--- src/rtl/lsu.sv ---
// rtl/lsu.sv - RV32I load/store unit with single outstanding memory access
//
// Purpose: accepts one load or store from the execute stage, performs the
// lane-aligned word access on a simple req/gnt + rvalid memory port, and
// returns a one-cycle response carrying extended load data or an error.
//
// Ports:
//   clk, rst_n                  clock, asynchronous active-low reset
//   req_valid/req_ready         request handshake (ready only when idle)
//   is_store, funct3, addr,     request fields (RV32I width/sign code)
//   wdata
//   resp_valid, rdata, err      one-cycle completion pulse, load result, error
//   mem_req, mem_we, mem_addr,  memory request, held stable until mem_gnt
//   mem_wstrb, mem_wdata
//   mem_gnt                     memory accepts the request this cycle
//   mem_rvalid, mem_rdata       read data return (only sampled in WAIT)
//
// Configuration macro: LSU_MISALIGN_TRAP_EN
//   defined   - misaligned accesses complete immediately with err=1
//   undefined - offending low address bits are cleared, access proceeds

module lsu (
    input  logic        clk,
    input  logic        rst_n,
    input  logic        req_valid,
    output logic        req_ready,
    input  logic        is_store,
    input  logic [2:0]  funct3,
    input  logic [31:0] addr,
    input  logic [31:0] wdata,
    output logic        resp_valid,
    output logic [31:0] rdata,
    output logic        err,
    output logic        mem_req,
    output logic        mem_we,
    output logic [31:0] mem_addr,
    output logic [3:0]  mem_wstrb,
    output logic [31:0] mem_wdata,
    input  logic        mem_gnt,
    input  logic        mem_rvalid,
    input  logic [31:0] mem_rdata
);

    typedef enum logic [1:0] {
        S_IDLE = 2'd0,
        S_REQ  = 2'd1,
        S_WAIT = 2'd2,
        S_RESP = 2'd3
    } state_t;

    state_t      state_q, state_d;
    logic        is_store_q, is_store_d;
    logic [2:0]  funct3_q, funct3_d;
    logic [31:0] addr_q, addr_d;
    logic [31:0] wdata_q, wdata_d;
    logic        err_q, err_d;
    logic [31:0] rdata_q, rdata_d;

    // Request classification on the incoming fields
    logic        f3_legal;
    logic        misaligned;
    logic        trap;
    logic [31:0] addr_fix;

    always_comb begin
        if (is_store) begin
            f3_legal = (funct3 == 3'b000) || (funct3 == 3'b001) || (funct3 == 3'b010);
        end else begin
            f3_legal = (funct3 == 3'b000) || (funct3 == 3'b001) || (funct3 == 3'b010) ||
                       (funct3 == 3'b100) || (funct3 == 3'b101);
        end
        // funct3[1:0]==01 covers both H and HU
        misaligned = ((funct3[1:0] == 2'b01) && addr[0]) ||
                     ((funct3 == 3'b010) && (addr[1:0] != 2'b00));
`ifdef LSU_MISALIGN_TRAP_EN
        trap     = !f3_legal || misaligned;
        addr_fix = addr;
`else
        trap     = !f3_legal;
        addr_fix = addr;
        if (misaligned) begin
            if (funct3 == 3'b010) begin
                addr_fix = {addr[31:2], 2'b00};
            end else begin
                addr_fix = {addr[31:1], 1'b0};
            end
        end
`endif
    end

    // Lane steering for the registered request
    logic [3:0]  strb;
    logic [31:0] wdata_lane;

    always_comb begin
        case (funct3_q[1:0])
            2'b00: begin
                strb       = 4'b0001 << addr_q[1:0];
                wdata_lane = {4{wdata_q[7:0]}};
            end
            2'b01: begin
                strb       = addr_q[1] ? 4'b1100 : 4'b0011;
                wdata_lane = {2{wdata_q[15:0]}};
            end
            default: begin
                strb       = 4'b1111;
                wdata_lane = wdata_q;
            end
        endcase
    end

    // Load extraction: funct3[2] selects zero extension
    logic [31:0] rd_shift;
    logic [15:0] rd_half;
    logic [31:0] load_ext;

    always_comb begin
        rd_shift = mem_rdata >> {addr_q[1:0], 3'b000};
        rd_half  = addr_q[1] ? mem_rdata[31:16] : mem_rdata[15:0];
        case (funct3_q[1:0])
            2'b00:   load_ext = {{24{!funct3_q[2] && rd_shift[7]}}, rd_shift[7:0]};
            2'b01:   load_ext = {{16{!funct3_q[2] && rd_half[15]}}, rd_half};
            default: load_ext = mem_rdata;
        endcase
    end

    // Next-state and datapath register updates
    always_comb begin
        state_d    = state_q;
        is_store_d = is_store_q;
        funct3_d   = funct3_q;
        addr_d     = addr_q;
        wdata_d    = wdata_q;
        err_d      = err_q;
        rdata_d    = rdata_q;
        case (state_q)
            S_IDLE: begin
                if (req_valid) begin
                    is_store_d = is_store;
                    funct3_d   = funct3;
                    addr_d     = addr_fix;
                    wdata_d    = wdata;
                    err_d      = trap;
                    rdata_d    = 32'd0;
                    state_d    = trap ? S_RESP : S_REQ;
                end
            end
            S_REQ: begin
                if (mem_gnt) begin
                    state_d = is_store_q ? S_RESP : S_WAIT;
                end
            end
            S_WAIT: begin
                if (mem_rvalid) begin
                    rdata_d = load_ext;
                    state_d = S_RESP;
                end
            end
            default: begin
                state_d = S_IDLE;
            end
        endcase
    end

    always_ff @(posedge clk or negedge rst_n) begin
        if (!rst_n) begin
            state_q    <= S_IDLE;
            is_store_q <= 1'b0;
            funct3_q   <= 3'd0;
            addr_q     <= 32'd0;
            wdata_q    <= 32'd0;
            err_q      <= 1'b0;
            rdata_q    <= 32'd0;
        end else begin
            state_q    <= state_d;
            is_store_q <= is_store_d;
            funct3_q   <= funct3_d;
            addr_q     <= addr_d;
            wdata_q    <= wdata_d;
            err_q      <= err_d;
            rdata_q    <= rdata_d;
        end
    end

    // Memory outputs are zero outside REQ so nothing stale leaks onto the bus
    always_comb begin
        req_ready  = (state_q == S_IDLE);
        resp_valid = (state_q == S_RESP);
        err        = (state_q == S_RESP) && err_q;
        rdata      = rdata_q;
        mem_req    = (state_q == S_REQ);
        mem_we     = mem_req && is_store_q;
        mem_addr   = mem_req ? {addr_q[31:2], 2'b00} : 32'd0;
        mem_wstrb  = mem_req ? strb : 4'd0;
        mem_wdata  = mem_req ? wdata_lane : 32'd0;
    end

endmodule

--- config.mk ---
export PLATFORM = sky130hd
export DESIGN_NAME = lsu
export DESIGN_NICKNAME = d
export VERILOG_FILES = /design/src/rtl/lsu.sv
export SDC_FILE = /design/constraint.sdc
export NUM_CORES = 1
export LEC_CHECK = 0
export ABC_CLOCK_PERIOD_IN_PS = 1800
export CORE_UTILIZATION = 41
export CTS_BUF_LIST = sky130_fd_sc_hd__clkbuf_4
export DETAILED_ROUTE_END_ITERATION = 8
export PLACE_DENSITY_LB_ADDON = 0.2
export SKIP_LAST_GASP = 1
export SYNTH_ARGS = -nofsm -noshare
export SYNTH_HDL_FRONTEND = slang
export SYNTH_SLANG_ARGS = --single-unit
--- constraint.sdc ---
create_clock -name clk -period 1.8 [get_ports clk]
set_clock_uncertainty 0.05 [all_clocks]
set_input_delay 0.18 -clock clk [delete_from_list [all_inputs] [get_ports clk]]
set_output_delay 0.18 -clock clk [all_outputs]
set_load 0.02 [all_outputs]
==> metrics.txt <==
cell area after layout 0.00863 mm^2; Reg-to-Reg Start funct3_q[0]; H-Tree Depth 3; pin count of the biggest net entering global routing 48; 1st-pass router iterations 4; WP data arrival around 1.8 ns; routability cong. slightly above 0.9; post-synthesis sequential area ratio 0.481; die area 0.0135 mm^2; GRT Total Usage 0.235; crit-path max cell delay 0.48 ns; final wirelength 16,600 um; Syn Std Cell Area about 0.0054 mm^2; # setup viols final 94; Slew Limit Fails 0; Lkg Pwr 3.82 nW; DP Area 0.00785 mm^2; core area 0.0127 mm^2; final worst setup slack -0.181 ns; failing checks setup timing; register bit count reported by yosys 103; Post-Place Setup Slack -0.473 ns; CTS Sinks slightly above 100; Detail Route Antenna Nets 0; Root Buffer clkbuf_4; initial antenna violation count 0; DIE WIDTH between 100 and 150 um; worst vdd ir roughly 840 uV; Syn-to-layout area delta 61.2%; total power draw 15.4 mW; first-pass GRT wire length roughly 24,000 um; clock buffer depth 2; die extent in y between 100 and 150 um; IO buf count between 200 and 250; RSZ-0062 raised after global routing yes; max frequency between 500 and 600 MHz; share of cells above drive strength 1 0.421; Reg2Reg Depth 6; Crit Path Max Fanout 8; latest clock arrival within the worst-skew pair 0.47 ns; n_diodes 0; TritonCTS clock tree done; worst path cell trace buf_4, nor2_4, buf_6, nand2_1, a21boi_1, buf_4; Syn Area/Cell 11.2 um^2; commonest non-fill, non-tap cell in the layout clkdlybuf4s50_1; Rows between 40 and 50; Syn Inst Count 477; max cap viols 0; via count 4,775; total CTS buffers 9; Crit. path cell count 6; crit path buf inv count 3; DRC Markers 0; post-DR wirelength/cell 18.5 um; slowest cell on the critical path dfrtp_2; commonest non-fill, non-tap cells in the layout clkdlybuf4s50_1 (135), dfrtp_1 (99), mux2_2 (68), buf_4 (62), buf_6 (50); vias per cell 5.32; I/O Pins 210; ys async rst share 1.00; Primary FF master, synth dfrtp_1; Period minus WS final 1.98 ns; CP startpoint kind flip-flop; Yosys cell types 43; Power Dens Cells 1790 mW/mm^2; Worst R2R End rdata[1]; Starting Density 0.423; number of global-route vias before repair 4,596; nets 830; CP endpoint kind primary output; Final period util 1.10; dpl hpwl 11,200 um; CP top delay family flip-flops; Synth Warn # 0; cell with the most instances on the worst path buf_4; worst reg2reg setup slack -0.14 ns; clock slew at reported path FFs 0.16 ns; GRT overflow 0; Post-synth EDFFs 0; min-delay worst type in2async; Crit Path Category reg2out; Critical Path RT 1.57 ns; status complete, but fails checks; initial drt markers about 360; Fin. Hold Viols 0
==> synthesized netlist by cell type, types with 2 or more instances <==
cell type	number	area, um^2
a21o_1	8	60.1
o21a_1	3	22.5
or2_2	2	12.5
a211oi_1	8	60.1
nand2b_1	6	37.5
ha_1	4	50.1
o22ai_1	9	56.3
mux2_2	68	766
buf_2	5	25.0
a22o_1	7	61.3
nor2_1	7	26.3
and3_1	2	12.5
nand3_1	2	10.0
buf_1	4	15.0
nand2_1	40	150
dfrtp_1	103	2580
o21ai_0	20	100
inv_1	10	37.5
a221o_2	10	113
buf_4	2	15.0
a221oi_1	14	123
buf_6	4	45.0
a21boi_0	8	60.1
and2_1	49	307
clkbuf_1	24	90.1
mux2i_1	16	160
a221o_1	7	70.1
nor2b_1	20	125
==> cell type report <==
type,count,area [um^2]
Clock buffer,11,82.6
Multi-Input combinational cell,327,2960
Sequential cell,103,2580
Inverter,10,40.0
Fill cell,975,4040
Clock inverter,4,47.5
Tap cell,172,215
Timing Repair Buffer,270,2710
==> sequential cells by signal, summed over array words and instances, names as in the netlist <==
name / cells
addr_q: 32
wdata_q: 32
rdata: 32
err_q: 1
is_store_q: 1
state_q: 2
funct3_q: 3
==> where the power goes <==
part | switching [mW] | internal [mW] | total [mW]
registers | 0.829 | 3.44 | 4.27
logic | 4.69 | 5.28 | 9.97
clock network | 0.759 | 0.445 | 1.20
==> through the flow <==
stage	util	hold WS, ns	std cells	setup TNS (ns)
floorplan	-	-0.166	478	-1.14
CTS	0.645	0.0836	887	-10.40
finish	0.681	0.109	897	-7.01
global route	0.681	0.112	897	-16.13
global placement	0.620	0.0687	857	-15.14
detailed placement	0.620	0.0745	857	-18.33
==> worst max path at each step <==
stage	start	to	slack, ns
6_report	funct3_q[0]	mem_wdata[15]	-0.18
5_1_grt	funct3_q[0]	mem_wdata[15]	-0.27
4_1_cts	addr_q[0]	mem_wstrb[0]	-0.23
3_5_place_dp	mem_rdata[15]	rdata[26]	-0.47
3_3_place_gp	mem_rdata[23]	rdata[24]	-0.37
2_1_floorplan	state_q[1]	rdata[21]	-0.11
==> routing by layer <==
metal | vias to the layer above | wire, um | track usage
li1 | 2189 | - | -
met1 | 2368 | 6480 | 0.284
met2 | 198 | 8320 | 0.394
met3 | 20 | 1540 | 0.0737
met4 | 0 | 293 | 0.0821
met5 | - | 0 | 0
==> repair_timing <==
item / 4_1_cts / 5_1_grt
endpoints found under the hold margin: 103 / 0
resized for setup: 376 / 123
pin swaps: 12 / 10
buffers inserted: 12 / 8
cloned: 2 / 5
endpoints found under the setup margin: 102 / 169
hold buffers: 1 / 0
==> logic make-up (layout without fill, tap and decap cells) <==
| kind of cell | Yosys count | count (layout) | synth area share |
|---|---|---|---|
| other | 1 | 2 | 0.000700 |
| flip-flops | 103 | 103 | 0.481 |
| multiplexers | 86 | 86 | 0.181 |
| AND/OR/NAND/NOR | 134 | 135 | 0.138 |
| adder cells (fa/ha/maj) | 4 | 4 | 0.00935 |
| AO/OA/AOI/OAI | 100 | 100 | 0.148 |
| buffers and inverters | 49 | 295 | 0.0425 |
No activity file was read; power rests on OpenSTA's default activity.
